File: config.mk
export PLATFORM = sky130hd
export DESIGN_NAME = lcd_bus_writer
export DESIGN_NICKNAME = d
export VERILOG_FILES = /design/src/rtl/lcd_pkg.sv /design/src/rtl/lcd_delay_counter.sv /design/src/rtl/lcd_bus_writer.sv
export SDC_FILE = /design/constraint.sdc
export NUM_CORES = 1
export LEC_CHECK = 0
export CAP_MARGIN = 20
export CORE_MARGIN = 1
export CORE_UTILIZATION = 40
export CTS_CLUSTER_DIAMETER = 60
export CTS_CLUSTER_SIZE = 28
export DETAILED_ROUTE_END_ITERATION = 6
export GPL_TIMING_DRIVEN = 1
export PLACE_DENSITY = 0.71
export SLEW_MARGIN = 20
export SYNTH_ARGS = -nofsm -noshare
export SYNTH_HDL_FRONTEND = slang
export SYNTH_SLANG_ARGS = --single-unit
File: constraint.sdc
create_clock -name Clk -period 5 [get_ports Clk]
set_input_delay 0.5 -clock Clk [delete_from_list [all_inputs] [get_ports Clk]]
set_output_delay 0.5 -clock Clk [all_outputs]
set_load 0.02 [all_outputs]
File: src/rtl/lcd_pkg.sv
// lcd_pkg: shared state encoding, default timing and command decode for the LCD bus writer
package lcd_pkg;
  typedef enum logic [2:0] {S_IDLE, S_SETUP, S_PULSE, S_HOLD, S_EXEC, S_DONE} state_t;
  localparam int DEF_T_SETUP = 2;
  localparam int DEF_T_PULSE = 12;
  localparam int DEF_T_HOLD = 2;
  localparam int DEF_T_EXEC = 2000;
  localparam int DEF_T_EXEC_LONG = 82000;
  localparam int DEF_CNT_W = 17;
  localparam logic [7:0] CMD_CLEAR = 8'h01;
  localparam logic [7:0] CMD_HOME = 8'h02;
  // Instruction codes 0x00-0x03 (clear, home) need the long execution wait.
  function automatic logic is_long_cmd(input logic rs, input logic [7:0] d);
    return !rs && ((d | (CMD_CLEAR | CMD_HOME)) == (CMD_CLEAR | CMD_HOME));
  endfunction
endpackage

File: src/rtl/lcd_delay_counter.sv
// lcd_delay_counter: loadable down counter timing each bus phase, with registered zero flag
//   Clk, Reset_n : clock, async active-low reset
//   load, val    : start a phase lasting val cycles (val >= 1); load wins over en
//   en           : count down one step
//   zero         : high during the last cycle of the loaded phase
module lcd_delay_counter #(
  parameter int CNT_W = 17
) (
  input  logic             Clk,
  input  logic             Reset_n,
  input  logic             load,
  input  logic             en,
  input  logic [CNT_W-1:0] val,
  output logic             zero
);
  logic [CNT_W-1:0] cnt;
  // Stores val-1 so that zero marks the final cycle and the FSM can leave on that edge.
  always_ff @(posedge Clk or negedge Reset_n)
    if (!Reset_n) begin
      cnt <= '0;
      zero <= 1'b1;
    end else if (load) begin
      cnt <= val - 1'b1;
      zero <= val == CNT_W'(1);
    end else if (en) begin
      cnt <= cnt - 1'b1;
      zero <= cnt == CNT_W'(1);
    end
endmodule

File: src/rtl/lcd_bus_writer.sv
// lcd_bus_writer: executes one HD44780 bus write per Ejecutar request and pulses Escrito
//   Clk, Reset_n          : clock, async active-low reset
//   Ejecutar, DataIn, RsIn: write request (level), byte, register select
//   LCD_E/RS/RW/DB        : registered LCD bus (RW tied 0)
//   Ocupado, Escrito      : busy flag, one-cycle completion pulse
//   LCD_4BIT_EN           : when defined, send each byte as two nibbles on LCD_DB[7:4]
module lcd_bus_writer
  import lcd_pkg::*;
#(
  parameter int T_SETUP = DEF_T_SETUP,
  parameter int T_PULSE = DEF_T_PULSE,
  parameter int T_HOLD = DEF_T_HOLD,
  parameter int T_EXEC = DEF_T_EXEC,
  parameter int T_EXEC_LONG = DEF_T_EXEC_LONG,
  parameter int CNT_W = DEF_CNT_W
) (
  input  logic       Clk,
  input  logic       Reset_n,
  input  logic       Ejecutar,
  input  logic [7:0] DataIn,
  input  logic       RsIn,
  output logic       LCD_E,
  output logic       LCD_RS,
  output logic       LCD_RW,
  output logic [7:0] LCD_DB,
  output logic       Ocupado,
  output logic       Escrito
);
  if (T_SETUP < 1 || T_PULSE < 1 || T_HOLD < 1 || T_EXEC < 1 || T_EXEC_LONG < 1 ||
      (T_EXEC >> CNT_W) != 0 || (T_EXEC_LONG >> CNT_W) != 0) begin : g_bad_timing
    $error("lcd_bus_writer: timing parameters must be >= 1 and below 2**CNT_W");
  end
  state_t state, state_n;
  logic armed, exec_long, accept, ld, en, zero, last_nib;
  logic [CNT_W-1:0] ld_val;
`ifdef LCD_4BIT_EN
  logic nib;
  logic [3:0] lo_nib;
  assign last_nib = nib;
`else
  assign last_nib = 1'b1;
`endif
  assign accept = state == S_IDLE && Ejecutar && armed;
  assign en = state inside {S_SETUP, S_PULSE, S_HOLD, S_EXEC};
  assign LCD_RW = 1'b0;
  always_comb begin
    state_n = state;
    ld = 1'b0;
    ld_val = CNT_W'(T_SETUP);
    case (state)
      S_IDLE: if (accept) begin state_n = S_SETUP; ld = 1'b1; end
      S_SETUP: if (zero) begin state_n = S_PULSE; ld = 1'b1; ld_val = CNT_W'(T_PULSE); end
      S_PULSE: if (zero) begin state_n = S_HOLD; ld = 1'b1; ld_val = CNT_W'(T_HOLD); end
      S_HOLD: if (zero) begin
        // In nibble mode the first HOLD loops back to SETUP for the low nibble.
        state_n = last_nib ? S_EXEC : S_SETUP;
        ld = 1'b1;
        ld_val = !last_nib ? CNT_W'(T_SETUP) : exec_long ? CNT_W'(T_EXEC_LONG) : CNT_W'(T_EXEC);
      end
      S_EXEC: if (zero) state_n = S_DONE;
      S_DONE: state_n = S_IDLE;
      default: state_n = S_IDLE;
    endcase
  end
  lcd_delay_counter #(.CNT_W(CNT_W)) u_cnt (
    .Clk(Clk), .Reset_n(Reset_n), .load(ld), .en(en), .val(ld_val), .zero(zero)
  );
  // Outputs are registered from the current state, so E and Escrito trail the state by one cycle.
  always_ff @(posedge Clk or negedge Reset_n)
    if (!Reset_n) begin
      state <= S_IDLE;
      armed <= 1'b1;
      exec_long <= 1'b0;
      LCD_E <= 1'b0;
      LCD_RS <= 1'b0;
      LCD_DB <= 8'h00;
      Ocupado <= 1'b0;
      Escrito <= 1'b0;
`ifdef LCD_4BIT_EN
      nib <= 1'b0;
      lo_nib <= 4'h0;
`endif
    end else begin
      state <= state_n;
      armed <= !Ejecutar || (armed && state != S_DONE);
      LCD_E <= state == S_PULSE;
      Ocupado <= state != S_IDLE;
      Escrito <= state == S_DONE;
      if (accept) begin
        LCD_RS <= RsIn;
        exec_long <= is_long_cmd(RsIn, DataIn);
`ifdef LCD_4BIT_EN
        LCD_DB <= {DataIn[7:4], 4'h0};
        lo_nib <= DataIn[3:0];
        nib <= 1'b0;
`else
        LCD_DB <= DataIn;
`endif
      end
`ifdef LCD_4BIT_EN
      if (state == S_HOLD && zero && !nib) begin
        nib <= 1'b1;
        LCD_DB <= {lo_nib, 4'h0};
      end
`endif
    end
endmodule

==> flow_metrics.env, run 1 <==
export IMPL_cts_root_buf="clkbuf_8"
export IMPL_clk_pin_slew_worst_paths_ns=0.08
export IMPL_ys_ff_latch=35
export IMPL_cts_setup_buffers=0
export IMPL_antenna_cells=0
export IMPL_ant_nets=0
export IMPL_clock_skew_final_ns=0.01604
export IMPL_avgSynthCellArea_um2=9.489
export IMPL_die_h_um=71.23
export IMPL_ys_warn_count=0
export IMPL_placed_area_um2=2178
export IMPL_period_needed_ns=2.254
export IMPL_drv_slew=0
export IMPL_multi_input_area_um2=959.7
export IMPL_synth_common_cells="33 x dfrtp_1, 20 x a21oi_1, 17 x nor2_1, 16 x o21ai_0, 15 x nand2_1"
export IMPL_maxCapViolCount=0
export IMPL_synthArstFlopShare_pct=100.0
export IMPL_cts_resized=0
export IMPL_synth_cells=202
export IMPL_fillCellCount=385
export IMPL_cts_buffers=5
export IMPL_synth_area_leader_cell="dfrtp_1"
export IMPL_hold_worst_slack_ns=0.4991
export IMPL_final_area_um2=2273
export IMPL_synth_top_flop_cell="dfrtp_1"
export IMPL_start_kind="register"
export IMPL_first_pass_iters=4
export IMPL_finalSetupViolations=0
export IMPL_synth_cell_types=50
export IMPL_grt_pass1_vias=1537
export IMPL_io_pins=25
export IMPL_drc=0
export IMPL_track_usage_pct=18.75
export IMPL_seq_area_um2=878.3
export IMPL_dp_hpwl_um=3073
export IMPL_hold_buffers=0
export IMPL_gp_congestion=0.8404
export IMPL_yosysMostFrequentCell="dfrtp_1"
export IMPL_synth_top_area_share_pct=43.08
export IMPL_synth_seq_area_share_pct=45.82
export IMPL_critPathKind="register to register"
export IMPL_cts_sinks=35
export IMPL_via_count=1593
export IMPL_drive_gt1_share_pct=12.44
export IMPL_crit_start="u_cnt.cnt[1]"
export IMPL_cts_tree="yes"
export IMPL_drt_total_wl_um=4249
export IMPL_area_growth_pct=18.60
export IMPL_netlist_area_um2=1917
export IMPL_worstMarginPinSlew_ns=0.7667
export IMPL_cts_htree_levels=2
export IMPL_rr_startpoint="u_cnt.cnt[1]"
export IMPL_antenna_found_initial=0
export IMPL_initial_utilization_pct=42.84
export IMPL_syn_num_nets=219
export IMPL_ctsLongestPathBuffers=2
export IMPL_hold_path_depth=2
export IMPL_hold_violations=0
export IMPL_die_x_um=71.23
export IMPL_synth_edf_count=0
export IMPL_grt_max_degree=36
export IMPL_rsz0062_at_grt="false"
export IMPL_core_um2=4474
export IMPL_path_max_fanout=5
export IMPL_clock_latency_ns=0.29
export IMPL_powerDensity_nw_per_um2=227.0
export IMPL_grt_pass1_wl_um=7417
export IMPL_crit_path_end_kind="register"
export IMPL_final_nets=241
export IMPL_hp_class="register to register"
export IMPL_drtIter0Drc=173
export IMPL_via_per_inst=5.751
export IMPL_r2r_cells=6
export IMPL_status="completed"
export IMPL_grt_ovfl_total=0
export IMPL_dieArea_um2=5073
export IMPL_max_freq_mhz=443.6
export IMPL_required_ns=5.19
export IMPL_synth_area_leaders="dfrtp_1 43%, a21oi_1 5.2%, mux2_2 4.7%, o21ai_0 4.2%, nor2_1 3.3%"
export IMPL_vdd_ir_drop_worst_v=0.0001419
export IMPL_min_from="u_cnt.cnt[9]"
export IMPL_p_leak_nw=0.9991
export IMPL_post_drt_wl_per_cell_um=15.34
export IMPL_cp_arrival_ns=2.45
export IMPL_finalCritPeriodShare_pct=45.09
export IMPL_fin_setup_tns_ns=0
export IMPL_row_count=24
export IMPL_io_buffer_count=23
export IMPL_slew_headroom_pct=48.70
==> state kept, by name, indices dropped and copies added (netlist names) <==
register    flops
state           3
LCD_RS          1
armed           1
LCD_E           1
u_cnt.cnt      17
exec_long       1
u_cnt.zero      1
Ocupado         1
LCD_DB          8
Escrito         1
==> logic make-up after synthesis <==
kind of cell               synth area share, %
buffers and inverters                    4.113
and+or+nand+nor                          18.60
adders and majority gates                3.264
xor gates and xnor gates                 3.198
AOI/OAI and AO/OA                        19.00
other                                   0.1956
muxes                                    5.810
DFF                                      45.82
==> worst max-delay path, cell delays in order (launching register included) <==
cell	delay [ns]
dfrtp_1	0.40
inv_1	0.10
ha_1	0.20
or3b_2	0.53
or2_4	0.27
or4_1	0.41
o311ai_1	0.27
==> report_power, final <==
part           internal, mW  switching, mW
clock network         0.113          0.102
registers             0.283              0
logic               0.00865        0.00905
==> through the flow <==
step | util [%] | power [mW] | instances | setup WS [ns]
final | 50.81 | 0.5160 | 277 | 2.746
after CTS | 50.81 | 0.5196 | 277 | 2.769
after floorplan | - | 0.2912 | 202 | 2.904
after global routing | 50.81 | 0.5319 | 277 | 2.601
after global placement | 48.52 | 0.3066 | 268 | 2.371
after detailed placement | 48.69 | 0.3066 | 269 | 2.546
==> layer usage <==
metal  track usage, %  part of all wire (%)  vias up
met4            6.889                   1.7        0
met2            28.25                    45       53
met5                0                     0        -
li1                 -                     -      772
met3            3.376                   5.3        9
met1            27.04                    48      759
==> cell type report <==
type / instances / area share [%]
multi-input combinational: 149 / 42.21
sequential: 35 / 38.64
timing repair buffer: 25 / 10.79
clock buffer: 7 / 3.797
tap: 52 / 2.862
inverter: 8 / 1.321
clock inverter: 1 / 0.3853
==> path summary, 6_finish.rpt <==
kind                                       to  slack (ns)
worst min register to register   u_cnt.cnt[9]        0.50
min in group asynchronous           LCD_DB[5]        0.63
worst max-delay path            u_cnt.cnt[12]        2.75
worst min-delay path             u_cnt.cnt[9]        0.50
worst max register to register  u_cnt.cnt[12]        2.75
max in group asynchronous          u_cnt.zero        4.04
==> placed cells by master (no fill, tap or decap), types with 5 or more instances in the layout <==
cell type        instances
mux2_2                   8
nor3_1                   6
nor2_1                  17
ha_1                     5
o21ai_0                 16
nand2_1                 15
clkbuf_8                 6
inv_1                    8
dfrtp_1                 33
a21oi_1                 20
clkdlybuf4s50_1         23
(Power assumes the default switching activity.)
==> run 2, diff against run 1 <==
- clock period: 5 -> 2.3 ns (I/O delays scaled with it)
==> run 2 against run 1 <==
Net effect: clock power is 130% higher; critical path type unchanged; setup slack worse by 2.6 ns; highest routed layer unchanged; die area stayed put; sequential cell count stayed put; critical path depth stayed put; utilization is 1.8 points higher; count of clock-buffer cells in the layout stayed put; clock skew is 0.0093 ns lower; via count is 1.3% higher.
==> flow_metrics.env, run 2 (same netlist as run 1, synthesis figures left out) <==
export IMPL_status="completed"
export IMPL_cp_arrival_ns=2.32
export IMPL_powerDensity_nw_per_um2=488.7
export IMPL_r2r_cells=6
export IMPL_intPower_uw=906.5
export IMPL_cts_tree="yes"
export IMPL_finalSetupViolations=0
export IMPL_p_sw_uw=243.2
export IMPL_placed_area_um2=2246
export IMPL_slowest_stage="or3b_4"
export IMPL_max_freq_mhz=471.0
export IMPL_largest_reg_flops=17
export IMPL_grt_pass1_vias=1656
export IMPL_worst_slack_ns=0.1769
export IMPL_fin_setup_tns_ns=0
export IMPL_dp_slack_ns=0.08756
export IMPL_rr_startpoint="u_cnt.cnt[1]"
export IMPL_dieArea_um2=5073
export IMPL_clock_skew_final_ns=0.006759
export IMPL_dp_cells=278
export IMPL_first_pass_iters=4
export IMPL_grt_pass1_wl_um=7728
export IMPL_ctsLongestPathBuffers=2
export IMPL_seqPwrFrac_pct=53.5
export IMPL_cts_resized=0
export IMPL_regMostFlops="u_cnt.cnt"
export IMPL_cts_root_buf="clkbuf_8"
export IMPL_crit_path_end_kind="register"
export IMPL_gp_congestion=0.9895
export IMPL_utilization_pct=52.57
export IMPL_required_ns=2.49
export IMPL_row_count=24
export IMPL_ant_nets=0
export IMPL_drtIter0Drc=164
export IMPL_fillCellCount=400
export IMPL_power_share_switching_pct=21.15
export IMPL_pwr_share_comb_pct=3.3
export IMPL_dp_hpwl_um=3211
export IMPL_cts_sinks=35
export IMPL_hp_class="primary input to asynchronous set/reset pin"
export IMPL_start_kind="register"
export IMPL_path_max_fanout=5
export IMPL_critical_path_top_delay_family="simple AND/OR/NAND/NOR gates"
export IMPL_layout_common_cells="33 x dfrtp_1, 23 x clkdlybuf4s50_1, 20 x a21oi_1"
export IMPL_path_buf_inv=1
export IMPL_vdd_ir_drop_worst_v=0.0003628
export IMPL_r2r_slack_ns=0.18
export IMPL_final_cells=286
export IMPL_cts_buffers=5
export IMPL_grt_ovfl_total=0
export IMPL_clock_power_share_pct=43.1
export IMPL_initial_utilization_pct=42.84
export IMPL_critPathKind="register to register"
export IMPL_final_area_um2=2352
export IMPL_hold_violations=0
export IMPL_io_buffer_count=23
export IMPL_via_count=1614
export IMPL_track_usage_pct=19.81
export IMPL_reg_largest_list="u_cnt.cnt x17, LCD_DB x8, state x3"
export IMPL_antenna_found_initial=0
export IMPL_grt_max_degree=36
export IMPL_cts_htree_levels=2
export IMPL_drc=0
export IMPL_clk_pin_slew_worst_paths_ns=0.07
export IMPL_post_drt_wl_per_cell_um=14.99
export IMPL_cpPeakStageDelay_ns=0.42
export IMPL_layout_commonest_cell="dfrtp_1"
export IMPL_die_x_um=71.23
export IMPL_clock_latency_ns=0.29
export IMPL_die_h_um=71.23
export IMPL_rsz0062_at_grt="false"
export IMPL_maxCapViolCount=0
export IMPL_drv_slew=0
export IMPL_core_um2=4474
export IMPL_cts_setup_buffers=0
export IMPL_final_nets=250
export IMPL_finalCritPeriodShare_pct=92.31
export IMPL_antenna_cells=0
export IMPL_crit_chain="inv_1 > ha_1 > or3b_4 > or2_4 > or4_1 > o311ai_1"
export IMPL_drive_gt1_share_pct=16.24
export IMPL_p_leak_nw=1.045
export IMPL_via_per_inst=5.643
export IMPL_hold_buffers=0
export IMPL_io_pins=25
export IMPL_r2r_end="u_cnt.cnt[12]"
export IMPL_period_needed_ns=2.123
export IMPL_drt_total_wl_um=4288
export IMPL_area_growth_pct=22.72
==> run 2: area by class of cell <==
cell class / instances / area, µm² / area share [%]
clock buffer: 7 / 96.34 / 4.096
clock inverter: 1 / 7.507 / 0.3191
inverter: 8 / 30.03 / 1.277
multi-input combinational: 149 / 962.2 / 40.90
sequential: 35 / 878.3 / 37.34
tap: 52 / 65.06 / 2.766
timing repair buffer: 34 / 312.8 / 13.30
==> run 2: worst reg2reg max path: cells and delay by family, from the launching register on <==
kind	cells	cell delay, ns
AND/OR/NAND/NOR	3	1.08
adder cells (fa/ha/maj)	1	0.19
buffers and inverters	1	0.11
AO/OA/AOI/OAI	1	0.27
flip-flops	1	0.39
==> run 2: layer usage <==
layer | vias to the layer above | wire, µm | track usage, %
met4 | 0 | 123 | 11.11
met5 | - | 0 | 0
met3 | 12 | 174 | 3.938
li1 | 784 | - | -
met2 | 45 | 2032 | 31.43
met1 | 773 | 1958 | 25.43
==> run 2: power groups by stage <==
stage	Sequential [mW]	Clock [mW]	Combinational [mW]
after floorplan	0.627	0	0.00571
after global placement	0.627	0	0.0392
after detailed placement	0.627	0	0.0397
after CTS	0.615	0.515	0.0399
after global routing	0.615	0.535	0.0436
final	0.615	0.496	0.0385
==> run 2: per-stage QoR <==
step / hold WS, ns / total power [mW]
4_1_cts: 0.3603 / 1.170
3_3_place_gp: 0.4648 / 0.6663
3_5_place_dp: 0.4697 / 0.6667
6_report: 0.3479 / 1.150
5_1_grt: 0.3872 / 1.193
2_1_floorplan: -0.06559 / 0.6329
==> run 2: how the worst max path moves through the flow <==
stage / startpoint / to / slack, ns / depth (start not counted)
floorplan: u_cnt.cnt[0] / u_cnt.cnt[12] / 0.20 / 6
global placement: u_cnt.cnt[1] / u_cnt.cnt[12] / 0.16 / 6
detailed placement: u_cnt.cnt[1] / u_cnt.cnt[12] / 0.09 / 6
CTS: u_cnt.cnt[1] / u_cnt.cnt[12] / 0.08 / 6
global route: u_cnt.cnt[1] / u_cnt.cnt[12] / 0.03 / 6
finish: u_cnt.cnt[1] / u_cnt.cnt[12] / 0.18 / 6
==> run 3, diff against run 2 <==
- GPL_ROUTABILITY_DRIVEN: unset -> 0
==> run 3 against run 2 <==
Net effect: fmax is 0.16% higher; sequential power hardly changed; combinational power hardly changed; global-route usage is 0.88 points lower; count of clock-buffer cells in the layout is 1 lower; cell area is 0.69% lower; power is 6.5% higher; via count is 0.19% lower; hold slack better by 0.0081 ns; largest cell class unchanged; largest power group unchanged; highest routed layer unchanged.
==> flow_metrics.env, run 3 (same netlist as run 1, synthesis figures left out) <==
export IMPL_critPathKind="register to register"
export IMPL_finalCritPeriodShare_pct=92.17
export IMPL_die_x_um=71.23
export IMPL_ant_nets=0
export IMPL_pwr_share_comb_pct=3.2
export IMPL_crit_start="u_cnt.cnt[1]"
export IMPL_clk_pin_slew_worst_paths_ns=0.07
export IMPL_crit_path_end_kind="register"
export IMPL_first_pass_iters=4
export IMPL_hold_worst_slack_ns=0.3560
export IMPL_path_max_fanout=5
export IMPL_initial_utilization_pct=42.84
export IMPL_p_sw_uw=239.7
export IMPL_seqPwrFrac_pct=50.3
export IMPL_largest_reg_flops=17
export IMPL_ctsLongestPathBuffers=2
export IMPL_grt_pass1_vias=1608
export IMPL_hold_buffers=0
export IMPL_hp_class="primary input to asynchronous set/reset pin"
export IMPL_cts_sinks=35
export IMPL_powerDensity_nw_per_um2=524.2
export IMPL_cts_root_buf="clkbuf_8"
export IMPL_reg_largest_list="u_cnt.cnt x17, LCD_DB x8, state x3"
export IMPL_antenna_found_initial=0
export IMPL_cts_buffers=5
export IMPL_regMostFlops="u_cnt.cnt"
export IMPL_rsz0062_at_grt="false"
export IMPL_layout_commonest_cell="dfrtp_1"
export IMPL_cts_tree="yes"
export IMPL_clock_power_share_pct=46.6
export IMPL_drt_total_wl_um=4384
export IMPL_cp_arrival_ns=2.31
export IMPL_area_growth_pct=21.87
export IMPL_layout_common_cells="33 x dfrtp_1, 23 x clkdlybuf4s50_1, 20 x a21oi_1"
export IMPL_cts_htree_levels=2
export IMPL_hold_violations=0
export IMPL_intPower_uw=984.8
export IMPL_dp_hpwl_um=3242
export IMPL_core_um2=4474
export IMPL_grt_pass1_wl_um=7596
export IMPL_clock_latency_ns=0.28
export IMPL_start_kind="register"
export IMPL_status="completed"
export IMPL_power_share_switching_pct=19.58
export IMPL_finalSetupViolations=0
export IMPL_maxCapViolCount=0
export IMPL_grt_ovfl_total=0
export IMPL_clock_skew_final_ns=0.007952
export IMPL_max_freq_mhz=471.7
export IMPL_antenna_cells=0
export IMPL_period_needed_ns=2.120
export IMPL_row_count=24
export IMPL_drive_gt1_share_pct=14.78
export IMPL_p_leak_nw=1.038
export IMPL_drv_slew=0
export IMPL_post_drt_wl_per_cell_um=15.55
export IMPL_grt_max_degree=36
export IMPL_dp_cells=274
export IMPL_die_h_um=71.23
export IMPL_via_per_inst=5.713
export IMPL_dieArea_um2=5073
export IMPL_drc=0
export IMPL_utilization_pct=52.21
export IMPL_final_cells=282
export IMPL_rr_startpoint="u_cnt.cnt[1]"
export IMPL_io_pins=25
export IMPL_track_usage_pct=18.93
export IMPL_final_nets=246
export IMPL_fin_setup_tns_ns=0
export IMPL_vdd_ir_drop_worst_v=0.0003601
export IMPL_via_count=1611
export IMPL_fillCellCount=405
export IMPL_drtIter0Drc=154
export IMPL_required_ns=2.49
export IMPL_cts_setup_buffers=0
export IMPL_io_buffer_count=23
==> run 3: worst paths after layout <==
kind                                       to  depth (start not counted)  slack [ns]
max in group asynchronous          u_cnt.zero                          2        1.61
min in group Clk                 u_cnt.cnt[9]                          2        0.49
worst max-delay path            u_cnt.cnt[12]                          6        0.18
worst max register to register  u_cnt.cnt[12]                          6        0.18
worst min register to register   u_cnt.cnt[9]                          2        0.49
worst min-delay path             u_cnt.cnt[7]                          2        0.36
==> run 3: timing repair <==
action	4_1_cts	5_1_grt
endpoints found under the hold margin	0	0
endpoints found under the setup margin	0	1
gates resized for setup	0	1
==> run 3: metrics by stage <==
step | area (µm²) | worst slack (ns) | total power [mW]
after global routing | 2336 | 0.05831 | 1.274
after floorplan | 1917 | 0.2037 | 0.6329
final | 2336 | 0.1802 | 1.225
after CTS | 2333 | 0.07719 | 1.237
after detailed placement | 2216 | 0.07507 | 0.6669
after global placement | 2216 | 0.1499 | 0.6667
==> run 3: area by class of cell <==
class | instances | area [µm²] | share of cell area (%)
Multi-Input combinational cell | 149 | 962.2 | 41.19
Sequential cell | 35 | 878.3 | 37.60
Timing Repair Buffer | 30 | 282.8 | 12.10
Clock buffer | 6 | 82.58 | 3.535
Tap cell | 52 | 65.06 | 2.785
Clock inverter | 2 | 35.03 | 1.500
Inverter | 8 | 30.03 | 1.285
==> run 3: worst max-delay path, stage by stage, from the launching register on <==
cell and delay, ns:
dfrtp_1 0.39, inv_1 0.10, ha_1 0.19, or3b_4 0.43, or2_4 0.26, or4_1 0.40, o311ai_1 0.26
==> run 3: layer usage <==
metal | global-route usage [%] | vias to the layer above | wire length [µm]
li1 | - | 786 | -
met1 | 26.13 | 783 | 2076
met2 | 28.89 | 36 | 2086
met3 | 4.360 | 6 | 162
met4 | 7.556 | 0 | 59
met5 | 0 | - | 0
==> run 3: power by group through the flow <==
stage	logic [mW]	clock network, mW	registers, mW
finish	0.0386	0.571	0.615
global route	0.0436	0.615	0.615
CTS	0.0401	0.582	0.615
detailed placement	0.0399	0	0.627
global placement	0.0397	0	0.627
floorplan	0.00571	0	0.627
==> edit, RTL diff (flow settings as in run 3) <==
The output `LCD_E` loses its register stage (`LCD_E` becomes a continuous assignment). Comments in the files are not updated.
--- a/src/rtl/lcd_bus_writer.sv
+++ b/src/rtl/lcd_bus_writer.sv
@@ -71,7 +71,6 @@
       state <= S_IDLE;
       armed <= 1'b1;
       exec_long <= 1'b0;
-      LCD_E <= 1'b0;
       LCD_RS <= 1'b0;
       LCD_DB <= 8'h00;
       Ocupado <= 1'b0;
@@ -83,7 +82,6 @@
     end else begin
       state <= state_n;
       armed <= !Ejecutar || (armed && state != S_DONE);
-      LCD_E <= state == S_PULSE;
       Ocupado <= state != S_IDLE;
       Escrito <= state == S_DONE;
       if (accept) begin
@@ -104,5 +102,7 @@
       end
 `endif
     end
+
+  assign LCD_E = state == S_PULSE;
 endmodule
 
Function: changed (Yosys sat finds a counterexample within 4 cycles, from zero or initial values and one cycle with Reset_n low).
==> edit against run 3 <==
Sequential cell count is 1 lower. Synthesized area grew 2.2%. Global-route usage rose by 0.68 points. Combinational power decreased by 7.5%. Clock skew down 0.00054 ns. Wire length is 2.3% higher. Cell area is 2.8% higher. Clock power fell by 9.8%. Setup slack got worse by 0.14 ns. Critical endpoint is now u_cnt.cnt[8]$_DFFE_PN0P_. Total power is 6.2% lower. Non-clock buffer count rose by 7. Highest routed layer unchanged. Die area increased by 2.1%.
==> edit: results (changes against run 3) <==
Outcome: complete, no violations (unchanged). The data arrival at the endpoint of the critical path is 2.42 ns (was 2.31 ns). The pin count of the biggest net entering global routing is 35 (was 36).

The number of DRC violations after detailed-routing iteration 0 is 180 (was 154). The synthesized netlist net count came out at 216 (was 219). The largest family of logic cells by synthesized area is simple AND/OR/NAND/NOR gates (was compound AO/OA/AOI/OAI gates).

The largest vdd supply drop is 0.000412 V (was 0.000360 V). The number of warnings issued by yosys is 0 (unchanged). The count of nets after finishing came out at 248 (was 246).

The sequential cell area fraction in the yosys report was 43.6% (was 45.8%). The initial antenna violation count is 0 (unchanged). The via count normalized by instance count came out at 5.69 (was 5.71). Biggest regs: u_cnt.cnt (17), LCD_DB (8), state (3) (unchanged). The first-pass GRT wire length is 7810 um (was 7600 um). The adder-cell area share of the yosys netlist came to 3.19% (was 3.26%).

The via count of the first global-routing pass came out at 1634 (was 1608). The clock tree skew after final layout is 0.00741 ns (was 0.00795 ns). The proportion of synthesized area in mux cells is 5.69% (was 5.81%). The number of iterations in the first detailed-routing pass came out at 4 (unchanged). The number of standard cells in the final layout excluding fillers came to 299 (was 282). The count of buffers inserted at the top-level ports is 23 (unchanged). The number of distinct standard cells referenced by the synthesized netlist came out at 51 (was 50). The H-tree depth reported by CTS came out at 2 (unchanged). Top cells by instance count after synthesis: 32 x sky130_fd_sc_hd__dfrtp_1, 12 x sky130_fd_sc_hd__nand2_1, 12 x sky130_fd_sc_hd__o21ai_0, 11 x sky130_fd_sc_hd__nor2_1 (was 33 x sky130_fd_sc_hd__dfrtp_1, 20 x sky130_fd_sc_hd__a21oi_1, 17 x sky130_fd_sc_hd__nor2_1, 16 x sky130_fd_sc_hd__o21ai_0, 15 x sky130_fd_sc_hd__nand2_1).

The worst-skew pair later-pin latency is 0.28 ns (about the same). The leakage component of the power came out at 0.00105 uW (was 0.00104 uW). The xor and xnor area share after synthesis is 2.68% (was 3.20%). The critical path's top delay family is simple AND/OR/NAND/NOR gates (unchanged). The CTS buffer count is 5 (unchanged).

The share of flip-flops with an asynchronous set or reset is 100% (unchanged). The fraction of the mapped netlist area in compound gates was 18.4% (was 19.0%). The register clock-pin slew on the reported worst setup and hold paths is 0.07 ns (about the same).

The total global routing track utilization is 19.6% (was 18.9%). The critical path's largest stage delay is 0.62 ns (was 0.43 ns). The largest fanout on the critical path came to 7 (was 5). The number of instances in the synthesized netlist came out at 199 (was 202). The routed length per instance came to 15.0 um (was 15.5 um). The estimated wirelength of the detail-placed design came to 3290 um (was 3240 um).

The share of post-route cells with drive strength above 1 came to 16.8% (was 14.8%). The antenna diode count came to 0 (unchanged). Top cells by area in the synthesized netlist: sky130_fd_sc_hd__dfrtp_1 41%, sky130_fd_sc_hd__mux2_2 5.2%, sky130_fd_sc_hd__ha_1 3.2% (was sky130_fd_sc_hd__dfrtp_1 43%, sky130_fd_sc_hd__a21oi_1 5.2%, sky130_fd_sc_hd__mux2_2 4.7%).

The post-placement cell count came out at 291 (was 274). The slowest stage cell on the critical path is sky130_fd_sc_hd__or4b_1 (was sky130_fd_sc_hd__or3b_4).
-- edit: per-stage QoR --
step | worst slack [ns] | hold slack [ns] | cell area [sq um] | power (uW)
after global placement | 0.130 | 0.356 | 2290 | 646
after floorplan | 0.151 | -0.0656 | 1960 | 615
after detailed placement | 0.0820 | 0.364 | 2290 | 646
final | 0.0444 | 0.0215 | 2400 | 1150
after global routing | -0.116 | 0.0946 | 2400 | 1200
after CTS | 0.0436 | 0.0585 | 2400 | 1170
-- edit: final timing paths --
path	startpoint	end	slack, ns	cells past startpoint
worst max-delay path	u_cnt.cnt[0]$_DFFE_PN0P_	u_cnt.cnt[8]$_DFFE_PN0P_	0.04	6
worst min-delay path	Reset_n	u_cnt.cnt[3]$_DFFE_PN0P_	0.02	1
worst max register to register	u_cnt.cnt[0]$_DFFE_PN0P_	u_cnt.cnt[8]$_DFFE_PN0P_	0.04	6
worst min register to register	LCD_DB[6]$_DFFE_PN0P_	LCD_DB[6]$_DFFE_PN0P_	0.51	1
max in group asynchronous	Reset_n	LCD_DB[3]$_DFFE_PN0P_	1.78	1
min in group Clk	LCD_DB[6]$_DFFE_PN0P_	LCD_DB[6]$_DFFE_PN0P_	0.51	1
-- edit: cell type report --
| type | instances | area [sq um] |
|---|---|---|
| Tap cell | 67 | 83.8 |
| Clock buffer | 8 | 110 |
| Multi-Input combinational cell | 145 | 993 |
| Timing Repair Buffer | 37 | 330 |
| Sequential cell | 34 | 853 |
| Fill cell | 449 | 2320 |
| Inverter | 8 | 30.0 |
-- edit: logic make-up (layout without fill, tap and decap cells) --
kind of cell	Yosys count	count (layout)
AOI/OAI and AO/OA	52	52
xor gates and xnor gates	6	6
adders and majority gates	5	5
buffers and inverters	20	53
DFF	34	34
muxes	10	10
other	1	1
and+or+nand+nor	71	71
-- edit: per-layer routing --
metal  up-vias  global-route usage (%)  wire (um)
met1       831                    27.2       2070
met3         4                    4.31        223
met4         0                    4.79         47
met2        49                    31.4       2150
met5         -                       0          0
li1        817                       -          -
-- edit: where the power goes --
part,leakage [uW],switching [uW],internal (uW)
clock,0.0000575,213,302
combinational,0.000540,18.9,16.8
sequential,0.000449,0,598
-- edit: what timing repair did --
item	4_1_cts	5_1_grt
setup endpoints to repair	0	2
buffers inserted	0	0
hold buffers	0	0
